$ cat src/rtl/game_2048_pkg.sv
// Shared types and constants for the 2048 game controller.
// State encoding is visible on the display port, so the values are fixed.
// Default parameter values live here so the top and sub-modules agree.
package game_2048_pkg;

  typedef enum logic [2:0] {
    S_INIT  = 3'd0,
    S_IDLE  = 3'd1,
    S_MOVE  = 3'd2,
    S_SPAWN = 3'd3,
    S_CHECK = 3'd4,
    S_WIN   = 3'd5,
    S_LOSE  = 3'd6
  } state_t;

  localparam int DIR_UP    = 0;
  localparam int DIR_DOWN  = 1;
  localparam int DIR_LEFT  = 2;
  localparam int DIR_RIGHT = 3;

  localparam int DEF_N_DIRS          = 4;
  localparam int DEF_INIT_TILES      = 2;
  localparam int DEF_MOVE_CNT_W      = 16;
  localparam int DEF_DEBOUNCE_CYCLES = 16;

  // Width of a direction index for n buttons (never below one bit).
  function automatic int dir_w(input int n);
    return (n < 2) ? 1 : $clog2(n);
  endfunction

endpackage

$ cat src/rtl/game_fsm_2048_if.sv
// Request/done handshake between the game controller and the board datapath.
// The controller (master) pulses one request at a time and waits for board_done;
// result flags are only meaningful in the cycle board_done is high.
interface game_fsm_2048_if #(
  parameter int N_DIRS = 4
);
  import game_2048_pkg::*;

  localparam int DIR_W = dir_w(N_DIRS);

  logic             move_req;
  logic [DIR_W-1:0] move_dir;
  logic             spawn_req;
  logic             check_req;
  logic             board_done;
  logic             board_changed;
  logic             win_flag;
  logic             no_moves;

  modport master (
    output move_req, move_dir, spawn_req, check_req,
    input  board_done, board_changed, win_flag, no_moves
  );

  modport slave (
    input  move_req, move_dir, spawn_req, check_req,
    output board_done, board_changed, win_flag, no_moves
  );

endinterface

$ cat src/rtl/game_fsm_2048_button_conditioner.sv
// Per-button conditioner: 2-FF synchronizer, optional debounce, rising-edge detect.
// Latency: press pulses 2 cycles after the raw level is captured (+DEBOUNCE_CYCLES
// with GAME_FSM_DEBOUNCE_EN). No backpressure: a held button yields one pulse.
module button_conditioner
  import game_2048_pkg::*;
#(
  parameter int DEBOUNCE_CYCLES = DEF_DEBOUNCE_CYCLES
) (
  input  logic clk,
  input  logic rst,
  input  logic raw,
  output logic press
);

  logic sync1, sync2, level, prev;

  // two-flop synchronizer for the asynchronous button pin
  always_ff @(posedge clk or posedge rst) begin
    if (rst) begin
      sync1 <= 1'b0;
      sync2 <= 1'b0;
    end else begin
      sync1 <= raw;
      sync2 <= sync1;
    end
  end

`ifdef GAME_FSM_DEBOUNCE_EN
  localparam int CNT_W = $clog2(DEBOUNCE_CYCLES + 1);

  logic [CNT_W-1:0] cnt;
  logic             level_q;

  // level follows the synchronized input only after it disagreed for DEBOUNCE_CYCLES cycles in a row
  always_ff @(posedge clk or posedge rst) begin
    if (rst) begin
      cnt     <= '0;
      level_q <= 1'b0;
    end else if (sync2 == level_q) begin
      cnt <= '0;
    end else if (cnt == CNT_W'(DEBOUNCE_CYCLES - 1)) begin
      level_q <= sync2;
      cnt     <= '0;
    end else begin
      cnt <= cnt + 1'b1;
    end
  end

  assign level = level_q;
`else
  assign level = sync2;
`endif

  // previous conditioned level, so only the rising edge produces an event
  always_ff @(posedge clk or posedge rst) begin
    if (rst) prev <= 1'b0;
    else     prev <= level;
  end

  assign press = level & ~prev;

endmodule

$ cat src/rtl/game_fsm_2048.sv
// 2048 game controller: conditions buttons, sequences init spawns, move, spawn, check.
// Latency: button level to move_req is 3 edges (plus debounce); all outputs registered.
// Backpressure: one outstanding request, held until board_done; presses outside S_IDLE dropped.
// Optional feature macro: GAME_FSM_DEBOUNCE_EN (per-button debounce counters).
module game_fsm_2048
  import game_2048_pkg::*;
#(
  parameter int N_DIRS          = DEF_N_DIRS,
  parameter int INIT_TILES      = DEF_INIT_TILES,
  parameter int MOVE_CNT_W      = DEF_MOVE_CNT_W,
  parameter int DEBOUNCE_CYCLES = DEF_DEBOUNCE_CYCLES
) (
  input  logic                  clk,
  input  logic                  rst,
  input  logic [N_DIRS-1:0]     buttons,
  game_fsm_2048_if.master       bus,
  output logic [2:0]            state,
  output logic                  win,
  output logic                  lose,
  output logic [MOVE_CNT_W-1:0] move_count
);

  localparam int DIR_W  = dir_w(N_DIRS);
  localparam int INIT_W = (INIT_TILES < 2) ? 1 : $clog2(INIT_TILES);

  logic [N_DIRS-1:0] press;
  logic              press_any;
  logic [DIR_W-1:0]  press_dir;

  for (genvar i = 0; i < N_DIRS; i++) begin : g_btn
    button_conditioner #(
      .DEBOUNCE_CYCLES(DEBOUNCE_CYCLES)
    ) u_cond (
      .clk  (clk),
      .rst  (rst),
      .raw  (buttons[i]),
      .press(press[i])
    );
  end

  // lowest-index press wins when several arrive together
  always_comb begin
    press_any = 1'b0;
    press_dir = '0;
    for (int i = N_DIRS - 1; i >= 0; i--) begin
      if (press[i]) begin
        press_any = 1'b1;
        press_dir = DIR_W'(i);
      end
    end
  end

  state_t                 state_q, state_nxt;
  logic                   move_req_q, move_req_nxt;
  logic                   spawn_req_q, spawn_req_nxt;
  logic                   check_req_q, check_req_nxt;
  logic [DIR_W-1:0]       dir_q, dir_nxt;
  logic                   win_q, win_nxt;
  logic                   lose_q, lose_nxt;
  logic [MOVE_CNT_W-1:0]  cnt_q, cnt_nxt;
  logic [INIT_W-1:0]      init_cnt_q, init_cnt_nxt;
  logic                   issued_q, issued_nxt;

  // state and registered outputs
  always_ff @(posedge clk or posedge rst) begin
    if (rst) begin
      state_q     <= S_INIT;
      move_req_q  <= 1'b0;
      spawn_req_q <= 1'b0;
      check_req_q <= 1'b0;
      dir_q       <= '0;
      win_q       <= 1'b0;
      lose_q      <= 1'b0;
      cnt_q       <= '0;
      init_cnt_q  <= '0;
      issued_q    <= 1'b0;
    end else begin
      state_q     <= state_nxt;
      move_req_q  <= move_req_nxt;
      spawn_req_q <= spawn_req_nxt;
      check_req_q <= check_req_nxt;
      dir_q       <= dir_nxt;
      win_q       <= win_nxt;
      lose_q      <= lose_nxt;
      cnt_q       <= cnt_nxt;
      init_cnt_q  <= init_cnt_nxt;
      issued_q    <= issued_nxt;
    end
  end

  // next state; a request pulse is scheduled on the transition into its state
  always_comb begin
    state_nxt     = state_q;
    move_req_nxt  = 1'b0;
    spawn_req_nxt = 1'b0;
    check_req_nxt = 1'b0;
    dir_nxt       = dir_q;
    win_nxt       = win_q;
    lose_nxt      = lose_q;
    cnt_nxt       = cnt_q;
    init_cnt_nxt  = init_cnt_q;
    issued_nxt    = issued_q;
    case (state_q)
      S_INIT: begin
        if (INIT_TILES == 0) begin
          state_nxt = S_IDLE;
        end else if (!issued_q) begin
          // first spawn right after reset release
          spawn_req_nxt = 1'b1;
          issued_nxt    = 1'b1;
        end else if (bus.board_done) begin
          if (init_cnt_q == INIT_W'(INIT_TILES - 1)) begin
            state_nxt = S_IDLE;
          end else begin
            init_cnt_nxt  = init_cnt_q + 1'b1;
            spawn_req_nxt = 1'b1;
          end
        end
      end
      S_IDLE: begin
        if (press_any) begin
          dir_nxt      = press_dir;
          move_req_nxt = 1'b1;
          state_nxt    = S_MOVE;
        end
      end
      S_MOVE: begin
        if (bus.board_done) begin
          if (bus.board_changed) begin
            spawn_req_nxt = 1'b1;
            state_nxt     = S_SPAWN;
          end else begin
            state_nxt = S_IDLE;
          end
        end
      end
      S_SPAWN: begin
        if (bus.board_done) begin
          check_req_nxt = 1'b1;
          state_nxt     = S_CHECK;
        end
      end
      S_CHECK: begin
        if (bus.board_done) begin
          if (cnt_q != '1) cnt_nxt = cnt_q + 1'b1;
          if (bus.win_flag) begin
            win_nxt   = 1'b1;
            state_nxt = S_WIN;
          end else if (bus.no_moves) begin
            lose_nxt  = 1'b1;
            state_nxt = S_LOSE;
          end else begin
            state_nxt = S_IDLE;
          end
        end
      end
      S_WIN, S_LOSE: state_nxt = state_q;
      default:       state_nxt = S_INIT;
    endcase
  end

  assign bus.move_req  = move_req_q;
  assign bus.move_dir  = dir_q;
  assign bus.spawn_req = spawn_req_q;
  assign bus.check_req = check_req_q;
  assign state         = state_q;
  assign win           = win_q;
  assign lose          = lose_q;
  assign move_count    = cnt_q;

endmodule

$ cat src/flat_wrapper.sv
// flat-port wrapper written by rule: the top's interface ports become plain ports
module game_fsm_2048_flat import game_2048_pkg::*;
#(
  parameter int N_DIRS          = DEF_N_DIRS,
  parameter int INIT_TILES      = DEF_INIT_TILES,
  parameter int MOVE_CNT_W      = DEF_MOVE_CNT_W,
  parameter int DEBOUNCE_CYCLES = DEF_DEBOUNCE_CYCLES
)
  (clk, rst, buttons, state, win, lose, move_count, bus_move_req, bus_move_dir, bus_spawn_req, bus_check_req, bus_board_done, bus_board_changed, bus_win_flag, bus_no_moves);
  game_fsm_2048_if #(.N_DIRS(N_DIRS)) bus_i ();
  input  logic clk;
  input  logic rst;
  input  logic [N_DIRS-1:0] buttons;
  output logic [2:0] state;
  output logic win;
  output logic lose;
  output logic [MOVE_CNT_W-1:0] move_count;
  output wire logic [$bits(bus_i.move_req)-1:0] bus_move_req;
  output wire logic [$bits(bus_i.move_dir)-1:0] bus_move_dir;
  output wire logic [$bits(bus_i.spawn_req)-1:0] bus_spawn_req;
  output wire logic [$bits(bus_i.check_req)-1:0] bus_check_req;
  input wire logic [$bits(bus_i.board_done)-1:0] bus_board_done;
  input wire logic [$bits(bus_i.board_changed)-1:0] bus_board_changed;
  input wire logic [$bits(bus_i.win_flag)-1:0] bus_win_flag;
  input wire logic [$bits(bus_i.no_moves)-1:0] bus_no_moves;
  assign bus_move_req = bus_i.move_req;
  assign bus_move_dir = bus_i.move_dir;
  assign bus_spawn_req = bus_i.spawn_req;
  assign bus_check_req = bus_i.check_req;
  assign bus_i.board_done = bus_board_done;
  assign bus_i.board_changed = bus_board_changed;
  assign bus_i.win_flag = bus_win_flag;
  assign bus_i.no_moves = bus_no_moves;
  game_fsm_2048 #(.N_DIRS(N_DIRS), .INIT_TILES(INIT_TILES), .MOVE_CNT_W(MOVE_CNT_W), .DEBOUNCE_CYCLES(DEBOUNCE_CYCLES)) u_core (.clk(clk), .rst(rst), .buttons(buttons), .bus(bus_i), .state(state), .win(win), .lose(lose), .move_count(move_count));
endmodule
$ cat config.mk
export PLATFORM = sky130hd
export DESIGN_NAME = game_fsm_2048_flat
export DESIGN_NICKNAME = d
export VERILOG_FILES = /design/src/rtl/game_2048_pkg.sv /design/src/rtl/game_fsm_2048_if.sv /design/src/rtl/game_fsm_2048_button_conditioner.sv /design/src/rtl/game_fsm_2048.sv /design/src/flat_wrapper.sv
export SDC_FILE = /design/constraint.sdc
export NUM_CORES = 1
export LEC_CHECK = 0
export ABC_AREA = 1
export CAP_MARGIN = 10
export CORE_MARGIN = 2
export CORE_UTILIZATION = 35
export DETAILED_ROUTE_END_ITERATION = 10
export GPL_ROUTABILITY_DRIVEN = 0
export PLACE_DENSITY_LB_ADDON = 0.15
export SYNTH_ARGS = -nofsm -noshare
export SYNTH_HDL_FRONTEND = slang
export SYNTH_HIERARCHICAL = 1
export SYNTH_SLANG_ARGS = --single-unit
export TNS_END_PERCENT = 20
$ cat constraint.sdc
create_clock -name clk -period 1.62 [get_ports clk]
set_input_delay 0.324 -clock clk [delete_from_list [all_inputs] [get_ports clk]]
set_output_delay 0.324 -clock clk [all_outputs]
set_load 0.1 [all_outputs]
Word level (Yosys, flattened, before mapping)
Index checks and enable logic that the tools add are counted.

storage, ports and cells
  register bits after elaboration = 40
  input bits = 10
  output and inout port bits = 26

operators by class
  $add $sub $neg = 2
  equal/unequal tests = 14
  multiplexer cells = 30
  bitwise logic cells = 10
  reductions and logical operators = 8

operators with widths
  cell                                                                     number
  3-bit 2-to-1 mux                                                         9
  3-bit case mux with 6 select lines                                       1
  16-bit by 1-bit adder with 16-bit output, second input constant          1
  16-bit inequality test, second input constant                            1
  1-bit 2-to-1 mux                                                         14
  2-bit 2-to-1 mux                                                         5
  3-bit equality test, second input constant                               3
  3-bit AND reduction                                                      3
  2-bit inequality test, second input constant                             4
  8-bit AND reduction                                                      1
  3-bit by 2-bit equality test with 1-bit output, second input constant    2
  2-bit by 1-bit inequality test with 1-bit output, second input constant  3
  1-bit NOT                                                                6
  1-bit bitwise AND                                                        4
  4-bit AND reduction                                                      1
  3-bit by 1-bit equality test with 1-bit output, second input constant    1
  3-bit logical NOT                                                        1
  1-bit case mux with 2 select lines                                       1
  2-bit AND reduction                                                      1
  2-bit OR reduction                                                       1
  1-bit adder, second input constant                                       1

Longest topological paths before layout
Gate-level depths: netlist of the first run.

  depth after elaboration = 8
  depth in mapped cells = 10
  gate-level depth less buffers = 10

Cells and area by module
Netlist of the first run, hierarchy kept.

by module, submodules not included
  module              instances  cells each  area an instance (um^2)  seq. area each (um^2)
  game_fsm_2048       1          218         1,635.3                  700.7
  button_conditioner  4          6           88.8                     75.1

Worst setup path after synthesis of the first run
Ideal clock, no wire load.

  kind = reg-to-reg
  from = register u_core.cnt_q[0] (netlist: u_core/move_count[0])
  to = register u_core.cnt_q[5] (netlist: u_core/move_count[5])
  arrival = 2,132 ps
  required time = 1,552 ps
  slack = -580 ps
  cell stages (with the launch flop) = 11
  path buffers = 1
  cell sequence = dfrtp_1 -> ha_1 -> nand2_1 -> nor2_2 -> nand2_4 -> nor2_8 -> nor2_4 -> nand2_4 -> buf_8 -> nand2_1 -> nand2_1

between the ends
  longest elaborated chain between the ends = 2
  elaborated cells between the ends (all ways) = 3
  classes of those cells = add/sub (1); eq/ne (1); reduce/logical (1)

ends and longest elaborated chain
  item                                                                              RTL line             text
  start: declaration                                                                game_fsm_2048.sv:60  logic [MOVE_CNT_W-1:0] cnt_q, cnt_nxt;
  start signal: assignment                                                          game_fsm_2048.sv:85  cnt_q <= cnt_nxt;
  branches (longest 2 deep; another with 16-bit by 1-bit adder with 16-bit output)  n/a

Parallel ways; which one is timed is not known.
A chain may end at the register's enable or synchronous reset.

Final worst setup path of the first run
  from = register u_core.cnt_q[0] (netlist: u_core/move_count[0])
  to = register u_core.cnt_q[9] (netlist: u_core/move_count[9])

Same word-level chain as after synthesis.

==> impl_metrics.tcl, run 1 <==
set metrics [dict create \
    placed_cells 359 \
    multi_input_area_um2 873 \
    drt-wirelength-per-cell_um 11.1 \
    grt_pass1_vias 1658 \
    grt_pass1_wl_mm 7.33 \
    outcome "finished clean" \
    syn-num-nets 253 \
    final_common_cell "nand2_1" \
    syn-cell-area_mm2 0.00199 \
    start_kind "flop" \
    ctsLongestPathBuffers 2 \
    netlist_instances 242 \
    vias 1655 \
    hp-class "in2async" \
    ys_types 26 \
    period_minus_slack_ns 1.49 \
    drt-initial-drc-count 85 \
    grt_max_degree 29 \
    wl_mm 4.08 \
    crit_path_start "u_core/move_count[0]" \
    via_per_inst 4.49 \
    worstSetupEndpointType "flop" \
    pin_count 36 \
    synth_top_area_share_pct 50.3 \
    synth_seq_cells 40 \
    final_util_pct 53.6 \
    stdcell_count 369 \
    critPathCapture "u_core/move_count[9]" \
    clk_latency_ns 0.29 \
    reg2regPathDepth 10 \
    max_slew_margin_pct 75.8 \
    h-tree-depth 2 \
    port_buffers 35 \
    cts_hold_buf 0 \
    maxCapViolCount 0 \
    hold_viol 0 \
    worst_slew_pin_slew_ns 0.361 \
    yosys.area.top_type "dfrtp_1" \
    nFillCells 508 \
    antenna_cells 0 \
    slew_violations 0 \
    drc_errors 0 \
    arrival_ns 1.67 \
    crit_type "reg2reg" \
    fin_ws_ns 0.129 \
    clkTransAtPathRegs_ns 0.08 \
    period_share_pct 92.0 \
    setup_violations 0 \
    die_h_um 79.4 \
    crit_fanout 5 \
    cts_tree "yes" \
    fin_total_pwr_w 0.00418 \
    synth.area.top_cells "dfrtp_1, nand2_1, inv_1, nor2_1, nand3_1" \
    syn_to_final_growth_pct 48.1 \
    ff2ff_setup_slack_ns 0.13 \
    p_per_area_mw_per_mm2 1420 \
    overflow 0 \
    syn_area_per_cell_um2 8.23 \
    dp_slack_ns -0.0166 \
    regArea_mm2 0.00103 \
    skew_ns 0.00610 \
    cts.sinks 40 \
    track_usage_pct 14.9 \
    die_w_um 79.4 \
    cts_root_buf "clkbuf_8" \
    hpwlAfterDp_mm 3.14 \
    first_pass_iters 4 \
    fmax_ghz 0.671 \
    die_area_mm2 0.00631 \
    p_leak_nw 1.44 \
    drive_above_1_share_pct 31.0 \
    synth_warnings 6 \
    core.rowCount 27 \
    finalNetCount 307 \
    final_cell_mix "nand2_1, inv_1, buf_12, dfrtp_1" \
    rr_endpoint "u_core/move_count[9]" \
    start_util_pct 36.2 \
    cts_buffers 5 \
    reg2reg_from "u_core/move_count[0]" \
    seq_area_frac_synth_pct 50.3 \
    ant_nets 0 \
    core_area_mm2 0.00551 \
    cp.required_ns 1.80 \
    ir_drop_mv 1.45 \
    antenna_found_initial 0 \
    rsz0062_at_grt "no" \
]
-- cell families after synthesis --
group                    Yosys count  synth area share [%]
buffers and inverters             32                  6.98
flip-flops                        40                  50.3
AO/OA/AOI/OAI                     15                  4.46
XOR/XNOR                           7                  3.08
AND/OR/NAND/NOR                  147                  34.6
adder cells (fa/ha/maj)            1                 0.628
-- registers in the layout, summed over array words and instances (netlist names) --
name and flops:
u_core/issued_q 1, u_core/bus.spawn_req 1, u_core/g_btn.u_cond/sync1 4, u_core/g_btn.u_cond/level 4
u_core/lose 1, u_core/state 3, u_core/g_btn.u_cond/prev 4, u_core/win 1
u_core/move_count 16, u_core/bus.check_req 1, u_core/bus.move_dir 2, u_core/bus.move_req 1
u_core/init_cnt_q 1
-- worst max-delay path: stages, from the launching register on --
cell and delay [ns]:
dfrtp_4 0.50, ha_4 0.18, nand2_2 0.06, nor2_2 0.05, nand2_4 0.11, nor2_8 0.05, nor2_4 0.15, buf_4 0.15
nand2_1 0.04, nand2_1 0.05, nand2_1 0.04
-- power by group --
part | switching [W] | internal (W)
Sequential | 0.000166 | 0.00115
Combinational | 0.00131 | 0.000714
Clock | 0.000371 | 0.000464
-- stage by stage --
step	TNS (ns)	cell area, um2	hold slack, ns
4_1_cts	0	2930	0.302
3_3_place_gp	0	2810	0.333
2_1_floorplan	-0.563	2030	0.0776
3_5_place_dp	-0.0317	2810	0.336
5_1_grt	0	2950	0.317
6_report	0	2950	0.303
-- synthesized netlist by cell type --
library cell	instances
nor2_8	1
dfrtp_1	40
nor3_1	2
buf_8	1
xnor2_1	4
ha_1	1
nor2_2	8
nand2_1	86
o21ai_0	8
o31ai_1	2
nand3_1	14
nor2_4	1
nor2_1	20
nand3b_1	4
o211ai_1	1
a21oi_1	2
a22oi_1	1
a31o_2	1
xor2_1	3
inv_2	1
nor3_4	1
inv_1	29
nand2_2	3
nand4_1	3
buf_6	1
nand2_4	4
-- final cells by class --
class                   instances  share of cell area [%]
clock buffers                   5                    2.33
flip-flops and latches         40                    34.9
inverters                      30                    3.82
multi-input cells             170                    29.6
well taps                      72                    3.05
clock inverters                 3                    1.57
repair buffers                 49                    24.7
-- metal layers --
layer | up-vias | GRT usage (%) | part of all wire (%)
li1 | 862 | - | -
met1 | 755 | 19.2 | 46
met2 | 32 | 25.0 | 49
met3 | 6 | 2.83 | 3.1
met4 | 0 | 5.52 | 1.3
met5 | - | 0 | 0
-- worst min path at each step --
stage                                       startpoint                           end  slack, ns  depth (start not counted)
after detailed placement  u_core/g_btn[0].u_cond/sync1  u_core/g_btn[0].u_cond/level       0.34                          0
final                                              rst  u_core/g_btn[3].u_cond/sync1       0.30                          2
after floorplan                                    rst  u_core/g_btn[0].u_cond/level       0.08                          1
after global routing                               rst  u_core/g_btn[2].u_cond/sync1       0.32                          2
after CTS                                          rst  u_core/g_btn[3].u_cond/sync1       0.30                          2
after global placement    u_core/g_btn[2].u_cond/sync1  u_core/g_btn[2].u_cond/level       0.33                          0
-- timing repair --
action / 4_1_cts / 5_1_grt
gates resized for setup: 0 / 3
buffers inserted: 0 / 2
endpoints found under the setup margin: 0 / 16
No activity file was read; power rests on OpenSTA's default activity.
==> inputs of run 2 (changes only) <==
Settings changed: CAP_MARGIN 10 to unset.
Clock period 1.62 ns to 1.3 ns, I/O delays scaled along.
==> impl_metrics.tcl, run 2 (same netlist as run 1, synthesis figures left out) <==
set metrics [dict create \
    dpl-instance-area_mm2 0.00310 \
    pin_count 36 \
    largest_reg_flops 16 \
    hpwlAfterDp_mm 3.57 \
    cp.required_ns 1.48 \
    port_buffers 35 \
    wl_mm 4.83 \
    power_frac_clock_pct 19.2 \
    grt_max_degree 29 \
    h-tree-depth 2 \
    ir_drop_mv 1.70 \
    worst_slew_pin_slew_ns 0.243 \
    worstSetupEndpointType "flop" \
    drc_errors 0 \
    core_area_mm2 0.00551 \
    start_util_pct 36.2 \
    arrival_ns 1.64 \
    clkTransAtPathRegs_ns 0.08 \
    switchingPower_w 0.00251 \
    p_comb_share_pct 52.7 \
    slew_violations 0 \
    start_kind "flop" \
    cts_hold_buf 0 \
    grt_pass1_vias 1948 \
    drive_above_1_share_pct 44.2 \
    grt_pass1_wl_mm 8.37 \
    internal_power_w 0.00330 \
    final_common_cell "nand2_1" \
    setup_violations 20 \
    skew_ns 0.00486 \
    cts_root_buf "clkbuf_8" \
    seqPwrFrac_pct 28.0 \
    crit_slowest_cell "dfrtp_4" \
    outcome "complete, but fails checks" \
    die_w_um 79.4 \
    stdcell_count 407 \
    period_minus_slack_ns 1.46 \
    regArea_mm2 0.00103 \
    final_cell_mix "nand2_1, buf_4, buf_12, inv_1, dfrtp_1" \
    clk_latency_ns 0.29 \
    max_stage_delay_ns 0.49 \
    cts.sinks 40 \
    crit_fanout 13 \
    core.rowCount 27 \
    critPathMostFrequentCell "nand2_4" \
    die_h_um 79.4 \
    violations "setup timing" \
    max_slew_margin_pct 83.7 \
    syn_to_final_growth_pct 72.3 \
    p_leak_nw 1.68 \
    antenna_cells 0 \
    overflow 0 \
    worstPathCellList "ha_4 > nand2_4 > nor2_4 > nand2_4 > nor2_8 > nor2_4 > nand2_4 > nand2_1 > nand2_1" \
    p_per_area_mw_per_mm2 1690 \
    cts_buffers 5 \
    hold_viol 0 \
    crit_type "reg2reg" \
    period_share_pct 112 \
    cts_tree "yes" \
    via_per_inst 4.67 \
    fmax_ghz 0.686 \
    track_usage_pct 16.9 \
    dp_slack_ns -0.222 \
    final_util_pct 62.3 \
    rsz0062_at_grt "yes" \
    path_delay_family "simple AND/OR/NAND/NOR gates" \
    placed_cells 396 \
    fin_ws_ns -0.158 \
    drt-initial-drc-count 106 \
    netSwitchingFraction_pct 43.2 \
    ctsLongestPathBuffers 2 \
    design_area_mm2 0.00343 \
    ant_nets 0 \
    drt-wirelength-per-cell_um 11.9 \
    hold-worst-slack_ns 0.239 \
    hp-class "in2async" \
    vias 1900 \
    first_pass_iters 4 \
    die_area_mm2 0.00631 \
    antenna_found_initial 0 \
    path_buf_inv 0 \
    multi_input_area_um2 956 \
    maxCapViolCount 0 \
    finalNetCount 345 \
    nFillCells 449 \
]
run 2: per-layer routing:
metal / track usage (%) / part of all wire, % / vias up
met1: 20.4 / 41 / 905
li1: - / - / 939
met4: 6.90 / 1.8 / 0
met3: 4.07 / 5.1 / 7
met2: 29.0 / 52 / 49
met5: 0 / 0 / -
run 2: stage by stage:
stage / TNS (ns) / total power, W
floorplan: -6.95 / 0.00322
global route: -4.43 / 0.00605
finish: -2.71 / 0.00581
detailed placement: -3.86 / 0.00438
global placement: -3.50 / 0.00436
CTS: -2.26 / 0.00560
run 2: path summary, 6_finish.rpt:
path / startpoint / to / slack, ns / cells past startpoint
max: u_core/move_count[1] / u_core/move_count[1] / -0.16 / 9
min: rst / u_core/g_btn[0].u_cond/sync1 / 0.24 / 2
max reg2reg: u_core/move_count[1] / u_core/move_count[1] / -0.16 / 9
min reg2reg: u_core/g_btn[2].u_cond/sync1 / u_core/g_btn[2].u_cond/level / 0.35 / 0
max in group asynchronous: rst / u_core/move_count[1] / 0.71 / 3
min in group clk: u_core/g_btn[2].u_cond/sync1 / u_core/g_btn[2].u_cond/level / 0.35 / 0
run 2: final cells by class:
type / instances / share of cell area (%)
Sequential cell: 40 / 30.0
Tap cell: 72 / 2.63
Multi-Input combinational cell: 170 / 27.9
Timing Repair Buffer: 87 / 32.5
Clock buffer: 7 / 2.81
Clock inverter: 1 / 0.875
Inverter: 30 / 3.36
run 2: what timing repair did:
| action | in CTS | in global routing |
|---|---|---|
| buffers inserted | 2 | 1 |
| setup endpoints to repair | 34 | 40 |
| endpoints found under the hold margin | 0 | 0 |
| gates resized for setup | 19 | 34 |
| cloned | 0 | 0 |
| pin swaps | 2 | 8 |
run 2: power groups by stage:
| stage | Sequential [W] | Clock, W | Combinational [W] |
|---|---|---|---|
| after detailed placement | 0.00163 | 0 | 0.00275 |
| after global placement | 0.00163 | 0 | 0.00274 |
| final | 0.00163 | 0.00112 | 0.00306 |
| after floorplan | 0.00268 | 0 | 0.000539 |
| after global routing | 0.00165 | 0.00120 | 0.00320 |
| after CTS | 0.00162 | 0.00116 | 0.00282 |
